File: config.mk
export PLATFORM = sky130hd
export DESIGN_NAME = adc_stream_emu
export DESIGN_NICKNAME = d
export VERILOG_FILES = /design/src/rtl/adc_stream_emu.sv
export SDC_FILE = /design/constraint.sdc
export NUM_CORES = 1
export LEC_CHECK = 0
export CAP_MARGIN = 40
export CELL_PAD_IN_SITES_DETAIL_PLACEMENT = 2
export CELL_PAD_IN_SITES_GLOBAL_PLACEMENT = 2
export CORE_AREA = 2 2 236 238
export DETAILED_ROUTE_END_ITERATION = 8
export DIE_AREA = 0 0 238 240
export PLACE_DENSITY_LB_ADDON = 0.15
export RECOVER_POWER = 50
export SETUP_SLACK_MARGIN = 0.1
export SYNTH_ARGS = -nofsm -noshare
export SYNTH_HDL_FRONTEND = slang
export SYNTH_SLANG_ARGS = --single-unit
File: constraint.sdc
create_clock -name CLK -period 2.74 [get_ports CLK]
set_input_delay 0.685 -clock CLK [delete_from_list [all_inputs] [get_ports CLK]]
set_output_delay 0.685 -clock CLK [all_outputs]
set_load 0.005 [all_outputs]
File: src/rtl/adc_stream_emu.sv
// Serial multi-channel ADC output emulator: LSB-first per-channel data, frame marker,
// sample strobe and frame counter, with alternate/ramp/PRBS/register pattern modes.
module adc_stream_emu #(
  parameter int NCH = 16,
  parameter int NBITS = 12,
  parameter logic [NBITS-1:0] SAMPLE_A = 12'h106,
  parameter logic [NBITS-1:0] SAMPLE_B = 12'hC59
) (
  input  logic                     CLK,
  input  logic                     RST_B,
  input  logic                     EN,
  input  logic [1:0]               MODE,
  input  logic                     LOAD,
  input  logic [$clog2(NCH)-1:0]   LOAD_CH,
  input  logic [NBITS-1:0]         LOAD_VAL,
  output logic [NCH-1:0]           DOUT,
  output logic                     FRAME,
  output logic                     SAMPLE_STB,
  output logic [15:0]              FCNT
);

  localparam int BCW = $clog2(NBITS);
  localparam logic [BCW-1:0] LAST_BIT = BCW'(NBITS - 1);
  localparam logic [BCW-1:0] HALF = BCW'(NBITS / 2);
  localparam logic [31:0] NCH_U = 32'(NCH);

  typedef enum logic [0:0] {
    ST_IDLE = 1'b0,
    ST_RUN  = 1'b1
  } state_t;

  state_t state_r, state_nxt_s;
  logic load_s, stop_s;

  logic [BCW-1:0]   bit_cnt_r;
  logic [14:0]      lfsr_r;
  logic [15:0]      fcnt_r;
  logic [NCH-1:0]   dout_r;
  logic             frame_r;
  logic             stb_r;
  logic [NBITS-1:0] shreg_r [NCH];
  logic [NBITS-1:0] chreg_r [NCH];
  logic [NBITS-1:0] word_s  [NCH];

  // x^15 + x^14 + 1, shifting left with feedback into bit 0
  function automatic logic [14:0] lfsr_step(input logic [14:0] s);
    return {s[13:0], s[14] ^ s[13]};
  endfunction

  assign DOUT       = dout_r;
  assign FRAME      = frame_r;
  assign SAMPLE_STB = stb_r;
  assign FCNT       = fcnt_r;

  // State register
  always_ff @(posedge CLK or negedge RST_B) begin
    if (!RST_B) begin
      state_r <= ST_IDLE;
    end else begin
      state_r <= state_nxt_s;
    end
  end

  // Next state: EN only matters in idle and on the last bit of a frame
  always_comb begin
    state_nxt_s = state_r;
    load_s      = 1'b0;
    stop_s      = 1'b0;
    case (state_r)
      ST_IDLE: begin
        if (EN) begin
          load_s      = 1'b1;
          state_nxt_s = ST_RUN;
        end else begin
          state_nxt_s = ST_IDLE;
        end
      end
      ST_RUN: begin
        if (bit_cnt_r == LAST_BIT) begin
          if (EN) begin
            load_s      = 1'b1;
            state_nxt_s = ST_RUN;
          end else begin
            stop_s      = 1'b1;
            state_nxt_s = ST_IDLE;
          end
        end else begin
          state_nxt_s = ST_RUN;
        end
      end
      default: begin
        state_nxt_s = ST_IDLE;
      end
    endcase
  end

  // Per-channel word for the frame about to be loaded; uses FCNT before its increment
  always_comb begin
    for (int ch = 0; ch < NCH; ch++) begin
      word_s[ch] = '0;
      case (MODE)
        2'd0:    word_s[ch] = fcnt_r[0] ? SAMPLE_B : SAMPLE_A;
        2'd1:    word_s[ch] = NBITS'(32'(fcnt_r) + 32'(ch));
        2'd2:    word_s[ch] = NBITS'(32'(lfsr_r) ^ 32'(ch));
        2'd3:    word_s[ch] = chreg_r[ch];
        default: word_s[ch] = '0;
      endcase
    end
  end

  // Frame datapath: load/shift the serialisers, frame marker, strobe, counter, LFSR
  always_ff @(posedge CLK or negedge RST_B) begin
    if (!RST_B) begin
      bit_cnt_r <= '0;
      lfsr_r    <= 15'h7FFF;
      fcnt_r    <= 16'h0000;
      dout_r    <= '0;
      frame_r   <= 1'b0;
      stb_r     <= 1'b0;
      for (int ch = 0; ch < NCH; ch++) begin
        shreg_r[ch] <= '0;
      end
    end else if (load_s) begin
      for (int ch = 0; ch < NCH; ch++) begin
        dout_r[ch]  <= word_s[ch][0];
        shreg_r[ch] <= word_s[ch] >> 1;
      end
      bit_cnt_r <= '0;
      frame_r   <= 1'b1;
      stb_r     <= 1'b1;
      fcnt_r    <= fcnt_r + 16'd1;
      lfsr_r    <= (MODE == 2'd2) ? lfsr_step(lfsr_r) : lfsr_r;
    end else if (stop_s) begin
      bit_cnt_r <= '0;
      fcnt_r    <= 16'h0000;
      dout_r    <= '0;
      frame_r   <= 1'b0;
      stb_r     <= 1'b0;
    end else if (state_r == ST_RUN) begin
      for (int ch = 0; ch < NCH; ch++) begin
        dout_r[ch]  <= shreg_r[ch][0];
        shreg_r[ch] <= shreg_r[ch] >> 1;
      end
      bit_cnt_r <= bit_cnt_r + BCW'(1);
      frame_r   <= (bit_cnt_r + BCW'(1)) < HALF;
      stb_r     <= 1'b0;
    end else begin
      dout_r  <= '0;
      frame_r <= 1'b0;
      stb_r   <= 1'b0;
      fcnt_r  <= 16'h0000;
    end
  end

  // Channel registers; a write coincident with a frame load lands after the word was taken
  always_ff @(posedge CLK or negedge RST_B) begin
    if (!RST_B) begin
      for (int ch = 0; ch < NCH; ch++) begin
        chreg_r[ch] <= '0;
      end
    end else if (LOAD && (32'(LOAD_CH) < NCH_U)) begin
      chreg_r[LOAD_CH] <= LOAD_VAL;
    end
  end

endmodule

==> results.toml <==
[setup_path]
r2r_setup_slack_ns = 0.27
cpMaxStageDelayCell = "clkdlybuf4s50_1"
path_delay_family = "buffers and inverters"
crit_chain = "buf_4, buf_12, clkdlybuf4s50_1"
critPathMaxStageDelay_ns = 0.51
r2r-end = "shreg_r[33]"
criticalPathCategory = "reg -> out"
endpoint_kind = "output pin"
reg2reg_from = "FCNT[2]"
rr_worst_depth = 8
path_max_fanout = 12
required_ns = 2.06
critPathBufInv = 3
arrival_ns = 1.92
crit_path_start_kind = "flip-flop"

[die]
die_area_mm2 = 0.0571
die_x_um = 238
core_area_mm2 = 0.0547
die_y_um = 240
placementRows = 86
initial_utilization_pct = 40.6
io_pins = 56

[cts]
clockRootBuffer = "clkbuf_16"
cts.clk_slew.worst_paths_ns = 0.06
h-tree-depth = 2
clock_path_buffers = 3
clock_latency_ns = 0.61
cts.sinks = 422
cts_tree = "yes"
cts_buffers = 50

[routing]
drt_iter0_drc = 1926
viasPerCell = 6.35
wl_met3_um = 6980
wl_met2_um = 44500
wl_per_cell_um = 32.4
num_vias = 19800
drt-pass1-iter-count = 7
drt-met1-wl_um = 45300
top_layer_used = "met5"
routed_wl_um = 101000
drc = 0
ant_nets = 0

[global_routing]
antenna_found_initial = 3
overflow = 0
grt.total_usage_pct = 35.7
grt_max_degree = 108
grt_first_pass_wirelength_um = 149000
grt_pass1_vias = 20800

[place]
dp_hpwl_um = 68000
place_congestion = 0.934
dp_cells = 3019
port_buffers = 55

[synthesis]
syn_area_per_cell_um2 = 9.66
ys_ff_latch = 422
synth_edf_count = 0
synth_ff_type = "dfrtp_1"
syn_area_mm2 = 0.0222
yosysWarningCount = 0
yosysSeqAreaShare_pct = 47.7
synth_nets = 2333
synthDistinctLibCells = 60
async_reset_ff_share_pct = 100
netlist_instances = 2295

[sta]
rsz0062_at_grt = "false"
period_share_pct = 95.2
slew_headroom_pct = -8.93
tightest_slew_ns = 1.63
hold_violations = 0
setup_violations = 0
fmax_ghz = 0.384
final.min_clock_period_ns = 2.61
timing.clock.skew_ns = 0.0215
finalMaxSlewViolations = 55

[cells_and_area]
instances_no_fill = 3114
final_cell_mix = "404 x dfrtp_1, 263 x a21oi_1, 250 x nand2_1"
syn_to_final_growth_pct = 17.1
post-route-util_pct = 47.5
drive_gt1_share_pct = 20.6
n_fill_cell = 5716
final_common_cell = "dfrtp_1"
num-nets-final = 2408

[pwr]
p_int_mw = 16.7
peakVddDrop_mv = 0.505
leakagePower_nw = 11.2
power_frac_comb_pct = 42.7
switching_share_pct = 41.6
seq_power_share_pct = 34.0
powerDensity_mw_per_mm2 = 1100
p_clk_share_pct = 23.3
p_sw_mw = 11.9

[min_path]
hold_path_startpoint = "shreg_r[173]"
hold_depth = 1
hold_class = "reg -> reg"
min_to = "shreg_r[172]"

[flow_run]
cap_violations = 1

[run_status]
status = "finished with violations"
violations = "capacitance limit, slew limit"
-- routing by layer --
metal	track usage, %	up-vias
met2	54.0	802
met1	51.1	10500
met4	13.7	2
li1	-	8258
met3	6.26	202
met5	0	-
-- metrics by stage --
stage                     setup TNS, ns  worst slack (ns)  hold WS [ns]  area (um2)  power [mW]
after global placement         -0.00906          -0.00906         0.460       24400        21.0
after detailed placement              0            0.0852         0.467       24400        21.5
after floorplan                       0             0.421         0.389       22200        15.9
after CTS                             0            0.0446        0.0342       26000        28.4
final                                 0             0.133         0.480       26000        28.6
after global routing                  0            0.0913         0.502       26000        29.9
-- Yosys cell counts (26+ instances only) --
library cell  instances  area share, %
dfrtp_1             407             46
nor2_1              185            3.1
a21o_1               28           0.95
mux2_2              203             10
a221o_1              35            1.6
clkbuf_1             93            1.6
a211oi_1             32            1.1
xor2_1               62            2.4
xnor2_1              53            2.1
nand2_1             251            4.2
a21oi_1             264            6.0
o21ai_0             169            3.8
nor2b_1              26           0.73
a31oi_1              27           0.76
nor3_1               33           0.74
buf_2                97            2.2
-- cell families after synthesis --
family                     after synthesis  synth area share, %
buffers and inverters                  232                 4.61
DFF                                    422                 47.7
and+or+nand+nor                        602                 11.9
AOI/OAI and AO/OA                      677                 18.5
xor gates and xnor gates               115                 4.54
adders and majority gates               16                0.903
muxes                                  231                 11.8
-- area by class of cell --
| class | instances | area, um2 | share of cell area [%] |
|---|---|---|---|
| diodes | 1 | 2.50 | 0.00964 |
| clock buffers | 84 | 1480 | 5.70 |
| inverters | 21 | 81.3 | 0.313 |
| well taps | 704 | 881 | 3.39 |
| clock inverters | 7 | 98.8 | 0.381 |
| multi-input cells | 1641 | 10600 | 40.9 |
| flip-flops and latches | 422 | 10600 | 40.8 |
| repair buffers | 234 | 2220 | 8.55 |
-- registers in the layout, indices dropped and copies added (netlist names) --
signal      cells
SAMPLE_STB      1
DOUT           16
lfsr_r         15
shreg_r       176
state_r         1
FCNT           16
bit_cnt_r       4
chreg_r       192
FRAME           1
-- worst register-to-register path, stage by stage, from the launching register on --
cell,delay (ns)
dfrtp_1,0.44
inv_1,0.24
ha_1,0.34
a21boi_1,0.39
buf_2,0.22
buf_4,0.14
nor2_1,0.05
xor2_1,0.19
a221o_1,0.35
-- power groups by stage --
stage	sequential [mW]	combinational [mW]	clock, mW
after floorplan	9.09	6.78	0
after global placement	9.59	11.4	0
after detailed placement	9.73	11.8	0
after CTS	9.67	12.0	6.75
after global routing	9.90	13.0	6.99
final	9.72	12.2	6.66
-- worst max-delay path by stage --
| stage | from | endpoint | slack, ns | depth (start not counted) |
|---|---|---|---|---|
| 4_1_cts | FCNT[4] | FCNT[4] | 0.04 | 3 |
| 2_1_floorplan | FCNT[2] | shreg_r[34] | 0.42 | 8 |
| 6_report | FCNT[4] | FCNT[4] | 0.13 | 3 |
| 5_1_grt | RST_B | chreg_r[106] | 0.09 | 2 |
| 3_5_place_dp | MODE[0] | shreg_r[144] | 0.09 | 7 |
| 3_3_place_gp | FCNT[2] | shreg_r[21] | -0.009 | 7 |
-- repair_timing --
action / 4_1_cts / 5_1_grt
cloned: 0 / 1
resized for setup: 7 / 3
hold buffers: 0 / 0
buffers inserted: 0 / 2
setup endpoints to repair: 4 / 5
Power figures use the tool's default switching activity.
